## src/rtl/accumulator_ctrl_if.sv

```systemverilog
// Port bundle for accumulator_ctrl: job control, column capture bus and row output stream.
// The design drives through the slave modport and the array/consumer side uses master.
interface accumulator_ctrl_if #(
  parameter int unsigned NUM_COLS = 2,
  parameter int unsigned DATA_W   = 8,
  parameter int unsigned ROWS_W   = 4
);
  logic                       start;
  logic [ROWS_W-1:0]          num_rows;
  logic [NUM_COLS-1:0]        col_valid;
  logic [NUM_COLS*DATA_W-1:0] col_data;
  logic                       stall;
  logic                       out_valid;
  logic                       out_ready;
  logic [NUM_COLS*DATA_W-1:0] out_row;
  logic [ROWS_W-1:0]          out_row_idx;
  logic                       busy;
  logic                       done;
  logic                       overflow_err;

  modport master (
    output start, num_rows, col_valid, col_data, out_ready,
    input  stall, out_valid, out_row, out_row_idx, busy, done, overflow_err
  );

  modport slave (
    input  start, num_rows, col_valid, col_data, out_ready,
    output stall, out_valid, out_row, out_row_idx, busy, done, overflow_err
  );
endinterface

```

## src/rtl/accumulator_ctrl.sv

```systemverilog
// Accumulator-stage sequencer: assembles per-column results into rows, queues them in a
// small row FIFO, drains them over valid/ready and signals job completion.
module accumulator_ctrl #(
  parameter int unsigned NUM_COLS = 2,
  parameter int unsigned DATA_W   = 8,
  parameter int unsigned DEPTH    = 4,
  parameter int unsigned ROWS_W   = 4
) (
  input logic               clk,
  input logic               reset,
  accumulator_ctrl_if.slave bus
);

  localparam int unsigned ROW_W = NUM_COLS * DATA_W;
  localparam int unsigned PTR_W = $clog2(DEPTH);
  localparam int unsigned CNT_W = $clog2(DEPTH + 1);
  localparam logic [CNT_W-1:0] FULL_CNT = CNT_W'(DEPTH);

  localparam logic [1:0] IDLE    = 2'd0;
  localparam logic [1:0] COLLECT = 2'd1;
  localparam logic [1:0] DRAIN   = 2'd2;
  localparam logic [1:0] DONE    = 2'd3;

  logic [1:0]                     state_q;
  logic [ROWS_W-1:0]              num_rows_q;
  logic [ROWS_W-1:0]              rows_in_q;
  logic [ROWS_W-1:0]              rows_out_q;
  logic [PTR_W-1:0]               wr_ptr_q;
  logic [PTR_W-1:0]               rd_ptr_q;
  logic [CNT_W-1:0]               count_q;
  logic [NUM_COLS-1:0][DATA_W-1:0] stage_q;
  logic [NUM_COLS-1:0]            captured_q;
  logic                           overflow_q;
  logic [ROW_W-1:0]               mem_q [DEPTH];

  logic [NUM_COLS-1:0] accept;
  logic [ROW_W-1:0]    merged_row;
  logic                fifo_full;
  logic                fifo_empty;
  logic                row_complete;
  logic                push;
  logic                pop;
  logic                dup_err;
  logic                drain_err;
  logic [ROWS_W-1:0]   rows_in_inc;

  // A column is only taken if its slot is still free; a completed row waiting on a
  // full FIFO keeps every slot occupied, so any strobe then counts as a duplicate.
  always_comb begin
    accept     = bus.col_valid & ~captured_q;
    merged_row = '0;
    for (int c = 0; c < NUM_COLS; c++) begin
      merged_row[c*DATA_W +: DATA_W] = accept[c] ? bus.col_data[c*DATA_W +: DATA_W] : stage_q[c];
    end
  end

  assign fifo_full    = (count_q == FULL_CNT);
  assign fifo_empty   = (count_q == '0);
  assign row_complete = &(captured_q | accept);
  assign push         = (state_q == COLLECT) && row_complete && !fifo_full;
  assign pop          = !fifo_empty && bus.out_ready;
  assign dup_err      = (state_q == COLLECT) && |(bus.col_valid & captured_q);
  assign drain_err    = (state_q == DRAIN) && |bus.col_valid;
  assign rows_in_inc  = rows_in_q + ROWS_W'(1);

  always_ff @(posedge clk) begin
    if (reset) begin
      state_q    <= IDLE;
      num_rows_q <= '0;
      rows_in_q  <= '0;
      rows_out_q <= '0;
      wr_ptr_q   <= '0;
      rd_ptr_q   <= '0;
      count_q    <= '0;
      stage_q    <= '0;
      captured_q <= '0;
      overflow_q <= 1'b0;
    end else begin
      unique case (state_q)
        IDLE: begin
          if (bus.start) begin
            num_rows_q <= bus.num_rows;
            overflow_q <= 1'b0;
            rows_in_q  <= '0;
            rows_out_q <= '0;
            captured_q <= '0;
            state_q    <= (bus.num_rows == '0) ? DONE : COLLECT;
          end
        end
        COLLECT: begin
          for (int c = 0; c < NUM_COLS; c++) begin
            if (accept[c]) begin
              stage_q[c] <= bus.col_data[c*DATA_W +: DATA_W];
            end
          end
          if (push) begin
            captured_q <= '0;
            rows_in_q  <= rows_in_inc;
            if (rows_in_inc == num_rows_q) begin
              state_q <= DRAIN;
            end
          end else begin
            captured_q <= captured_q | accept;
          end
        end
        DRAIN: begin
          if (fifo_empty) begin
            state_q <= DONE;
          end
        end
        DONE: begin
          state_q <= IDLE;
        end
        default: state_q <= IDLE;
      endcase

      if (dup_err || drain_err) begin
        overflow_q <= 1'b1;
      end

      if (push) begin
        wr_ptr_q <= wr_ptr_q + PTR_W'(1);
      end
      if (pop) begin
        rd_ptr_q   <= rd_ptr_q + PTR_W'(1);
        rows_out_q <= rows_out_q + ROWS_W'(1);
      end
      unique case ({push, pop})
        2'b10:   count_q <= count_q + CNT_W'(1);
        2'b01:   count_q <= count_q - CNT_W'(1);
        default: count_q <= count_q;
      endcase
    end
  end

  // Row storage carries no reset; out_row is gated so reset still yields all-zero outputs.
  always_ff @(posedge clk) begin
    if (push) begin
      mem_q[wr_ptr_q] <= merged_row;
    end
  end

  assign bus.stall        = fifo_full;
  assign bus.out_valid    = !fifo_empty;
  assign bus.out_row      = fifo_empty ? '0 : mem_q[rd_ptr_q];
  assign bus.out_row_idx  = rows_out_q;
  assign bus.busy         = (state_q != IDLE);
  assign bus.done         = (state_q == DONE);
  assign bus.overflow_err = overflow_q;

endmodule

```

## src/flat_wrapper.sv

```systemverilog
// flat-port wrapper written by rule: the top's interface ports become plain ports
module accumulator_ctrl_flat 
#(
  parameter int unsigned NUM_COLS = 2,
  parameter int unsigned DATA_W   = 8,
  parameter int unsigned DEPTH    = 4,
  parameter int unsigned ROWS_W   = 4
)
  (clk, reset, bus_start, bus_num_rows, bus_col_valid, bus_col_data, bus_out_ready, bus_stall, bus_out_valid, bus_out_row, bus_out_row_idx, bus_busy, bus_done, bus_overflow_err);
  accumulator_ctrl_if #(.NUM_COLS(NUM_COLS), .DATA_W(DATA_W), .ROWS_W(ROWS_W)) bus_i ();
  input logic clk;
  input logic reset;
  input wire logic [$bits(bus_i.start)-1:0] bus_start;
  input wire logic [$bits(bus_i.num_rows)-1:0] bus_num_rows;
  input wire logic [$bits(bus_i.col_valid)-1:0] bus_col_valid;
  input wire logic [$bits(bus_i.col_data)-1:0] bus_col_data;
  input wire logic [$bits(bus_i.out_ready)-1:0] bus_out_ready;
  output wire logic [$bits(bus_i.stall)-1:0] bus_stall;
  output wire logic [$bits(bus_i.out_valid)-1:0] bus_out_valid;
  output wire logic [$bits(bus_i.out_row)-1:0] bus_out_row;
  output wire logic [$bits(bus_i.out_row_idx)-1:0] bus_out_row_idx;
  output wire logic [$bits(bus_i.busy)-1:0] bus_busy;
  output wire logic [$bits(bus_i.done)-1:0] bus_done;
  output wire logic [$bits(bus_i.overflow_err)-1:0] bus_overflow_err;
  assign bus_i.start = bus_start;
  assign bus_i.num_rows = bus_num_rows;
  assign bus_i.col_valid = bus_col_valid;
  assign bus_i.col_data = bus_col_data;
  assign bus_i.out_ready = bus_out_ready;
  assign bus_stall = bus_i.stall;
  assign bus_out_valid = bus_i.out_valid;
  assign bus_out_row = bus_i.out_row;
  assign bus_out_row_idx = bus_i.out_row_idx;
  assign bus_busy = bus_i.busy;
  assign bus_done = bus_i.done;
  assign bus_overflow_err = bus_i.overflow_err;
  accumulator_ctrl #(.NUM_COLS(NUM_COLS), .DATA_W(DATA_W), .DEPTH(DEPTH), .ROWS_W(ROWS_W)) u_core (.clk(clk), .reset(reset), .bus(bus_i));
endmodule
```

## config.mk

```make
export PLATFORM = sky130hd
export DESIGN_NAME = accumulator_ctrl_flat
export DESIGN_NICKNAME = d
export VERILOG_FILES = /design/src/rtl/accumulator_ctrl_if.sv /design/src/rtl/accumulator_ctrl.sv /design/src/flat_wrapper.sv
export SDC_FILE = /design/constraint.sdc
export NUM_CORES = 1
export LEC_CHECK = 0
export CAP_MARGIN = 20
export CORE_ASPECT_RATIO = 0.5
export CORE_MARGIN = 8
export CORE_UTILIZATION = 39
export DETAILED_ROUTE_END_ITERATION = 10
export SLEW_MARGIN = 20
export SYNTH_ARGS = -nofsm -noshare
export SYNTH_HDL_FRONTEND = slang
export SYNTH_SLANG_ARGS = --single-unit
export TNS_END_PERCENT = 20
```

## constraint.sdc

```tcl
create_clock -name clk -period 2.85 [get_ports clk]
set_clock_uncertainty 0.1 [all_clocks]
set_input_delay 0.7125 -clock clk [delete_from_list [all_inputs] [get_ports clk]]
set_output_delay 0.7125 -clock clk [all_outputs]
set_load 0.01 [all_outputs]
```

### Word level (Yosys, flattened, before mapping)

Memory sizes are Yosys's and may differ from the RTL's. A register that Yosys moved wholly into a read port is not among the register bits.
Index checks and enable logic that the tools add are counted.

* register bits after elaboration: 40
* bits in writable memories: 64
* input port bits: 26
* output and inout bits: 25
* logic and storage cells: 85
* memories kept: 1

Memory list
* u_core.mem_q: depth 4, bits a word 16, rd ports 1, clocked after memory_dff 1, wr ports 1, line accumulator_ctrl.sv:34 `logic [ROW_W-1:0] mem_q [DEPTH];`

* $add $sub $neg: 6
* eq/ne operators: 11
* multiplexer cells: 25
* bitwise operators: 4
* reduce and logical (&&, ||, !) cells: 27

Operator list (number)
* 2-bit two-way mux: 9
* 16-bit two-way mux: 1
* 4-bit two-way mux: 4
* 8-bit two-way mux: 2
* 2-bit nonzero test: 7
* 2-bit AND reduction: 5
* 4-bit by 1-bit adder with 4-bit output, second input constant: 2
* 2-bit case mux with 4 select lines: 1
* 4-bit case mux with 2 select lines: 1
* 2-bit equality test, second input constant: 3
* 3-bit case mux with 2 select lines: 1
* 1-bit logical AND: 5
* 1-bit two-way mux: 5
* 2-bit by 1-bit adder with 2-bit output, second input constant: 2
* 2-bit AND: 2
* 2-bit by 1-bit equality test with 1-bit output, second input constant: 2
* 4-bit equality test: 1
* 4-bit zero test: 1
* 2-bit by 1-bit != test with 1-bit output, second input constant: 2
* 2-bit != test, second input constant: 2
* 2-bit case mux with 2 select lines: 1
* 4-bit AND reduction: 1
* 2-bit OR reduction: 2
* 3-bit by 1-bit adder with 3-bit output, second input constant: 1
* other kinds (9): 10

### Longest topological paths before layout

* depth after elaboration: 8
* gate-level depth with buffers: 11
* depth with buffers taken out: 11

### Least setup slack after synthesis

OpenSTA, ideal clock, no wires.

* kind: reg-to-output
* start point: register with a tool-made name
* end point: output port bus_out_row[0]
* data arrival time: 1.713 ns
* required time: 2.037 ns
* path slack: 0.325 ns
* cell stages (with the launch flop): 5
* buffers on the path: 2
* path through: dfxtp_1 -> clkbuf_1 -> buf_2 -> mux4_2 -> and2_1

RTL lines
* end: declaration: line flat_wrapper.sv:20 `output wire logic [$bits(bus_i.out_row)-1:0] bus_out_row;`

### Final worst setup path

* start point: register u_core.state_q[0]
* end point: output port bus_busy

* cells in the longest elaborated chain, start to end: 1

Ends and longest elaborated chain
* start: declaration: line accumulator_ctrl.sv:24 `logic [1:0] state_q;`
* start signal: assignment: line accumulator_ctrl.sv:87 `state_q <= (bus.num_rows == '0) ? DONE : COLLECT;`
* 2-bit nonzero test: line accumulator_ctrl.sv:147 `assign bus.busy = (state_q != IDLE);`
* end: declaration: line flat_wrapper.sv:22 `output wire logic [$bits(bus_i.busy)-1:0] bus_busy;`

Every way passes these cells.

==> flow_summary.rst <==
.. list-table::
   :header-rows: 1

   * - Metric
     - Value
   * - Number of buffers added for setup after CTS
     - 0
   * - First-pass GRT wire length
     - 15780 µm
   * - Number of ports placed on the die boundary
     - 51
   * - Clock sinks
     - 106
   * - TritonCTS Buffers
     - 9
   * - Synthesized cell area
     - 4499 µm²
   * - Power density over cell area
     - 819.1 nW/µm²
   * - FP Rows
     - 27
   * - Cells taking the most area after synthesis
     - edfxtp_1, dfxtp_1, mux4_2, nor2_1, mux2_2
   * - Number of fill cells
     - 935
   * - Number of nets produced by synthesis
     - 389
   * - Post-synth top flop
     - edfxtp_1
   * - CORE AREA
     - 11110 µm²
   * - Drt total wl
     - 9511 µm
   * - Final number of max-transition violations
     - 0
   * - DR WL/cell
     - 16.77 µm
   * - Metal3 WL
     - 489 µm
   * - Hold Crit Depth
     - 2
   * - Dominant cell by count in the synthesized netlist
     - edfxtp_1
   * - Routability cong.
     - 0.7734
   * - Nets
     - 455
   * - Number of synthesized flops with an enable pin
     - 64
   * - Hold violation count in the final report
     - 0
   * - Launch instance of the worst register-to-register path
     - u_core.count_q[0]
   * - Number of DRC violations after detailed routing
     - 0
   * - Number of diodes
     - 0
   * - Period Utilization, post-route
     - 95.85%
   * - Transition at the pin with the smallest max-transition slack
     - 0.4917 ns
   * - Worst Hold Launch
     - u_core.num_rows_q[3]
   * - Antenna-violating nets left
     - 0
   * - Top fanout value on the critical path
     - 12
   * - Clock-pin slew of the registers on the worst-case setup and hold paths
     - 0.07 ns
   * - Headroom to the max-slew limit
     - 67.22%
   * - Startpoint types
     - register
   * - Cell repeated most along the worst path
     - inv_1
   * - Post-synth top area share
     - 42.71%
   * - CP Cell Sequence
     - inv_1 -> ha_1 -> inv_1 -> clkdlybuf4s50_1
   * - Initial drt markers
     - 129
   * - Die width
     - 167.9 µm
   * - Data required time of the critical path
     - 2.04 ns
   * - Starting density of the core
     - 40.48%
   * - Utilization after layout
     - 50.62%
   * - Endpoint kind of the worst setup timing path
     - primary output
   * - Cell with the largest stage delay on the worst path
     - clkdlybuf4s50_1
   * - Commonest cells in the synthesized netlist
     - edfxtp_1, nor2_1, dfxtp_1
   * - Grt ovf
     - 0
   * - Synthesis warning total
     - 0
   * - Post-cts gate resize count
     - 16
   * - Status
     - completed
   * - Root buffer selected by CTS
     - clkbuf_16
   * - Setup repair after global routing missed its margin
     - no
   * - Clock tree from TritonCTS
     - done
   * - Setup violations, final
     - 0
   * - Register-to-Register Path Depth
     - 10
   * - Largest incremental delay on the critical path
     - 0.51 ns
   * - Layout area overhead
     - 25.06%
   * - DR vias/cell
     - 5.081
   * - H-tree Lvls
     - 3
   * - Critical path start-end classification
     - register to primary output
   * - Drt pass-1 iters
     - 4
   * - Post-synth ARST share
     - 0%
   * - Share of post-route cells with drive strength above 1
     - 17.06%
   * - Peak VDD IR
     - 0.3377 mV
   * - Max Freq
     - 366.1 MHz
   * - Crit. Startpoint
     - u_core.state_q[0]
   * - Synth area leader
     - edfxtp_1
   * - Die Height
     - 91.95 µm
   * - Via count of the first global-routing pass
     - 3079
   * - Total length of routed met2 wires
     - 4573 µm
   * - Pin count of the biggest net entering global routing
     - 42
   * - Max-capacitance violation count
     - 0
   * - Hold buffer count at cts
     - 0
   * - Worst hold slack
     - 0.3748 ns
   * - IO Port Bufs
     - 50
   * - Tot GR Track Use
     - 12.87%
   * - Worst setup timing slack at the placement stage
     - -0.1006 ns
   * - WP data arrival
     - 1.92 ns
   * - Total number of vias
     - 2881
   * - Met1 wire length
     - 4355 µm
   * - Syn_area_per_cell
     - 12.82 µm²
   * - Number of register bits inferred by synthesis
     - 106
   * - Cell leakage power
     - 0.002025 µW
   * - HPWL reported at the end of detailed placement
     - 6618 µm
   * - Insertion delay of the later-clocked pin in the worst-skew pair
     - 0.34 ns
   * - Max clock buf depth
     - 2
   * - Die ar.
     - 15440 µm²
   * - Synthesized netlist cell count
     - 351
   * - HP Class
     - register to register
   * - Sequential fraction of the synthesis area
     - 61.40%
   * - Time the final worst path needs with I/O delays and setup
     - 2.732 ns
   * - Final worst slack
     - 0.1183 ns
   * - Uppermost layer routed
     - met4
   * - Unique masters post-synth
     - 36
   * - Number of antenna violations at the first check in global routing
     - 0
[per-layer routing]
metal | track usage (%) | vias up
met5 | 0 | -
met4 | 4.428 | 0
met3 | 3.805 | 11
met2 | 22.31 | 52
met1 | 15.15 | 1423
li1 | - | 1395
[where the power goes]
group	internal (µW)	total, µW	switching, µW	leakage [µW]
combinational	642	1380	740	0.000951
sequential	1880	1980	102	0.000927
clock	693	1240	551	0.000147
total	3220	4610	1390	0.00202
[through the flow]
step / TNS (ns) / power [µW] / cell area [µm²] / cells
after floorplan: 0 / 2889 / 4499 / 351
after global placement: -0.04235 / 3405 / 5346 / 551
after detailed placement: -0.1006 / 3467 / 5346 / 551
after CTS: 0 / 4664 / 5627 / 567
after global routing: 0 / 4869 / 5627 / 567
final: 0 / 4609 / 5627 / 567
[worst max-delay path, delay by kind of cell, from the launching register on]
family	cells	cell delay, ns
buffers and inverters	3	0.76
flip-flops	1	0.33
adder cells (fa/ha/maj)	1	0.48
[final timing paths]
| path | to | slack (ns) |
|---|---|---|
| worst min register to register | u_core.num_rows_q[3] | 0.37 |
| worst max register to register | u_core.count_q[2] | 0.61 |
| worst max-delay path | bus_busy | 0.12 |
| worst min-delay path | u_core.num_rows_q[3] | 0.37 |
[kinds of logic (layout without fill, tap and decap cells)]
kind of cell,after synthesis,count (layout),synth area share (%)
and+or+nand+nor,126,126,13.38
DFF,106,106,61.40
muxes,36,36,12.90
AOI/OAI and AO/OA,31,31,4.199
buffers and inverters,29,100,2.475
adders and majority gates,12,12,3.504
xor gates and xnor gates,11,11,2.141
[sequential cells by signal, summed over array words and instances (netlist names), named ones only]
register,count
u_core.rows_in_q,4
u_core.num_rows_q,4
u_core.stage_q,16
u_core.bus.overflow_err,1
u_core.count_q,3
u_core.captured_q,2
u_core.wr_ptr_q,2
u_core.rd_ptr_q,2
u_core.bus.out_row_idx,4
u_core.mem_q,64
u_core.state_q,2
[final cells by class]
class | count | area [µm²] | area share, %
Tap cell | 145 | 181.4 | 3.224
Multi-Input combinational cell | 216 | 1625 | 28.89
Clock buffer | 10 | 229.0 | 4.069
Timing Repair Buffer | 73 | 715.7 | 12.72
Clock inverter | 6 | 71.32 | 1.268
Inverter | 11 | 41.29 | 0.7338
Sequential cell | 106 | 2763 | 49.10
[placed cells by master (no fill, tap or decap), types with 9 or more instances in the layout]
master,Yosys,final
dlygate4sd2_1,0,16
nand2_1,13,13
a21oi_1,16,16
inv_1,10,10
clkdlybuf4s50_1,0,34
clkbuf_16,0,9
buf_4,0,18
mux2_2,16,16
ha_1,11,11
dfxtp_1,42,42
edfxtp_1,64,64
and2_1,20,20
mux4_2,16,16
nor3_1,21,21
nor2_1,50,50
nand3_1,9,9
Power figures use the tool's default switching activity.
==> patch 1: new RTL, same settings <==
`DEPTH` is set to 4 in 2 places; all go to 8.
--- a/src/rtl/accumulator_ctrl.sv
+++ b/src/rtl/accumulator_ctrl.sv
@@ -3,7 +3,7 @@
 module accumulator_ctrl #(
   parameter int unsigned NUM_COLS = 2,
   parameter int unsigned DATA_W   = 8,
-  parameter int unsigned DEPTH    = 4,
+  parameter int unsigned DEPTH    = 8,
   parameter int unsigned ROWS_W   = 4
 ) (
   input logic               clk,
--- a/src/flat_wrapper.sv
+++ b/src/flat_wrapper.sv
@@ -3,7 +3,7 @@
 #(
   parameter int unsigned NUM_COLS = 2,
   parameter int unsigned DATA_W   = 8,
-  parameter int unsigned DEPTH    = 4,
+  parameter int unsigned DEPTH    = 8,
   parameter int unsigned ROWS_W   = 4
 )
   (clk, reset, bus_start, bus_num_rows, bus_col_valid, bus_col_data, bus_out_ready, bus_stall, bus_out_valid, bus_out_row, bus_out_row_idx, bus_busy, bus_done, bus_overflow_err);
Function: changed (a bounded check fails within 10 cycles, from zero or initial values and one cycle with reset high).
==> patch 1 against the unedited design <==
Worst setup slack lost 0.017 ns. Power grew 60%. Sequential cell count grew 68. Synthesized area grew 59%. Routed wire length grew 55%. Fmax shrank 0.60%. Cell area grew 58%.
==> patch 1: results <==
[layout]
antenna_cells = 0
n_fill_cell = 1513
layout-drive-gt1-share_pct = 25.7
nets = 595
top_regs = u_core.mem_q (128), u_core.stage_q (16)

[synth]
synthTopCellsByArea = edfxtp_1, dfxtp_1, mux4_2
synth_fa_ha_area_share_pct = 1.93
syn-num-nets = 511
synth_sequential_area_ratio_pct = 66.8
synth-edff-count = 128
synth-compound-area-share_pct = 3.26
synth-xor-area-share_pct = 1.72
yosys_warnings = 0
synthArstFlopShare_pct = 0
synth.area.mux_share_pct = 15.6
yosys-top-cells-count = edfxtp_1, nor2_1, dfxtp_1
synth.distinct_cells = 42

[clock_network]
clk_pin_slew_ns = 0.06
cts-root-buf = clkbuf_16
h-tree-depth = 4
numCtsBuffers = 17
ctsLongestPathBuffers = 2
worstSkewPairLatency_ns = 0.42

[route]
routedWlPerCell_microns = 18.1
drtIter0Drc = 273
firstDrtPassIters = 4
routed-via-count = 4110

[global_route]
grt_max_degree = 45
antenna_found_initial = 1
grt_pass1_wl_microns = 23500
grt_usage_pct = 13.0
grt_pass1_vias = 4300

[placed_design]
port_buffers = 50
placed_cell_area_sq_mm = 0.00827
gp_congestion = 0.755
dp_hpwl_microns = 9280

[power]
leakage_nw = 3.01
p_comb_mw = 2.01
p_int_mw = 5.14
clock_net_power_mw = 2.21
ir_drop_v = 0.000520

[worst_hold_path]
whs_path_depth = 1
hp-class = reg -> reg
hold_start = u_core.bus.out_row_idx[3]

[sta]
slew_headroom_pct = 73.2

[run_status]
status = complete, no violations

[worst_setup_path]
crit_type = reg -> out
worstPathArrival_ns = 1.94
cp_max_fo = 7
r2r_cells = 11
reg2reg_from = u_core.count_q[0]
[patch 1: changes by cell type after synthesis, moves of 5 or more]
cell      change
edfxtp_1     +64
and2_1       -20
nor2_1       +19
mux2i_1      +16
mux4_2       +16
nand2_1       +6
inv_1         -5
[patch 1: path summary, 6_finish.rpt]
| check | slack (ns) | to |
|---|---|---|
| worst max register to register | 0.34 | u_core.count_q[2] |
| worst min-delay path | 0.37 | u_core.bus.out_row_idx[3] |
| worst min register to register | 0.37 | u_core.bus.out_row_idx[3] |
| worst max-delay path | 0.10 | bus_out_row[9] |
[patch 1: per-stage QoR]
stage	TNS (ns)	power (mW)	setup slack (ns)	util, %	instances
after global placement	-0.125	5.23	-0.125	45.5	771
after CTS	-0.505	7.47	-0.121	48.8	809
after global routing	-0.0702	7.81	-0.0305	48.8	811
after detailed placement	-0.239	5.26	-0.174	45.5	771
after floorplan	-14.37	4.45	-0.248	-	474
final	0	7.40	0.102	48.8	811
[patch 1: final cells by class]
class	instances	area, sq um	area share (%)
tap	240	300	3.38
inverter	7	26.3	0.296
timing repair buffer	89	911	10.3
clock inverter	14	144	1.62
multi-input combinational	269	2290	25.8
clock buffer	18	429	4.84
sequential	174	4770	53.7
[patch 1: repair_timing]
action,in CTS,in global routing
endpoints found under the setup margin,16,17
gates resized for setup,43,16
endpoints found under the hold margin,0,0
setup buffers,6,2
[patch 1: worst max-delay path, cell delays in order (launching register included)]
cell and delay (ns):
dfxtp_4 0.42, buf_12 0.14, buf_6 0.11, mux4_2 0.50, mux2i_1 0.14, nor2_1 0.07, buf_2 0.15
[patch 1: layer usage]
layer	global-route usage, %	part of all wire, %	vias up
met5	0	0.054	-
met4	4.22	0.86	2
met3	3.06	5.6	13
met2	20.4	46	88
met1	17.8	48	2056
li1	-	-	1951
==> patch 2: new RTL, same flow settings <==
Without the edit above. Make the reset (`reset`) asynchronous in one clocked block.
--- a/src/rtl/accumulator_ctrl.sv
+++ b/src/rtl/accumulator_ctrl.sv
@@ -63,7 +63,7 @@
   assign drain_err    = (state_q == DRAIN) && |bus.col_valid;
   assign rows_in_inc  = rows_in_q + ROWS_W'(1);
 
-  always_ff @(posedge clk) begin
+  always_ff @(posedge clk or posedge reset) begin
     if (reset) begin
       state_q    <= IDLE;
       num_rows_q <= '0;
Formal check against the unedited RTL: differs if reset is asserted again (counterexample within 4 cycles, from zero or initial values and one cycle with reset high); with reset held inactive, the same outputs for 4 cycles.
==> patch 2 against the unedited design <==
Critical path depth stayed put. Power rose by 28%. Synthesized area rose by 2.8%. Count of clock-buffer cells in the layout decreased by 1. Combinational power grew 71%. Sequential cell count is 2 lower. Cell area rose by 1.6%. Worst setup slack got worse by 0.025 ns. Sequential power grew 18%. Routed wire length barely moved.
==> patch 2: results <==
[synth]
synth-compound-area-share_pct = 4.00
synth.area.mux_share_pct = 17.2
synth_fa_ha_area_share_pct = 3.41
yosys-top-cells-count = edfxtp_1, dfrtp_1, mux2_2
synthTopCellsByArea = edfxtp_1, dfrtp_1, mux2_2
synth_area_per_cell_sq_um = 15.7
syn-num-nets = 333
synth.distinct_cells = 44

[power]
clock_net_power_mw = 1.19
power.total_mw = 5.88
switching_share_pct = 33.0

[worst_setup_path]
worstPathArrival_ns = 1.94
crit_start = u_core.rd_ptr_q[0]
r2r_end = u_core.count_q[2]
crit_family = multiplexers
reg2reg_slack_ns = 0.59
slowest_stage = mux4_2
endpoint = bus_out_row[9]

[placed_design]
dp_hpwl_microns = 6350

[sta]
slew_headroom_pct = 61.9
whs_ns = 0.404

[worst_hold_path]
hold_start = u_core.stage_q[10]
hold_end = u_core.stage_q[10]
whs_path_depth = 1

[layout]
n_fill_cell = 1043
nets = 401
layout.cells.non_filler = 533

[route]
dr_wl_met3_microns = 493
met2_length_microns = 4850
routed_via_density = 4.92
drtIter0Drc = 140

[run_status]
status = complete, no violations

[global_route]
grt_pass1_vias = 2837
grt_use_met1_pct = 14.7
use_met3_pct = 4.04
grt_util_met2_pct = 22.0
==> patch 2: changes by cell type after synthesis, sizes merged, moves of 3 or more <==
cell,unedited run,this run
a21oi,16,7
dfxtp,42,0
mux2,16,36
nor3,21,3
nand2,13,16
nor2,50,9
buf,2,9
clkbuf,16,2
dfrtp,0,40
nand3,9,4
o21ai,5,11
==> patch 2: cell type report <==
| cell class | instances | area, sq um | share of cell area (%) |
|---|---|---|---|
| clock buffer | 9 | 225 | 3.94 |
| clock inverter | 7 | 67.6 | 1.18 |
| inverter | 12 | 47.5 | 0.832 |
| multi-input combinational | 168 | 1590 | 27.9 |
| sequential | 104 | 2930 | 51.2 |
| tap | 165 | 206 | 3.61 |
| timing repair buffer | 68 | 653 | 11.4 |
==> patch 2: repair_timing <==
item / in CTS / in global routing
resized for setup: 23 / 0
endpoints found under the setup margin: 16 / 2
cloned: 1 / 0
buffers inserted: 2 / 0
pin swaps: 0 / 0
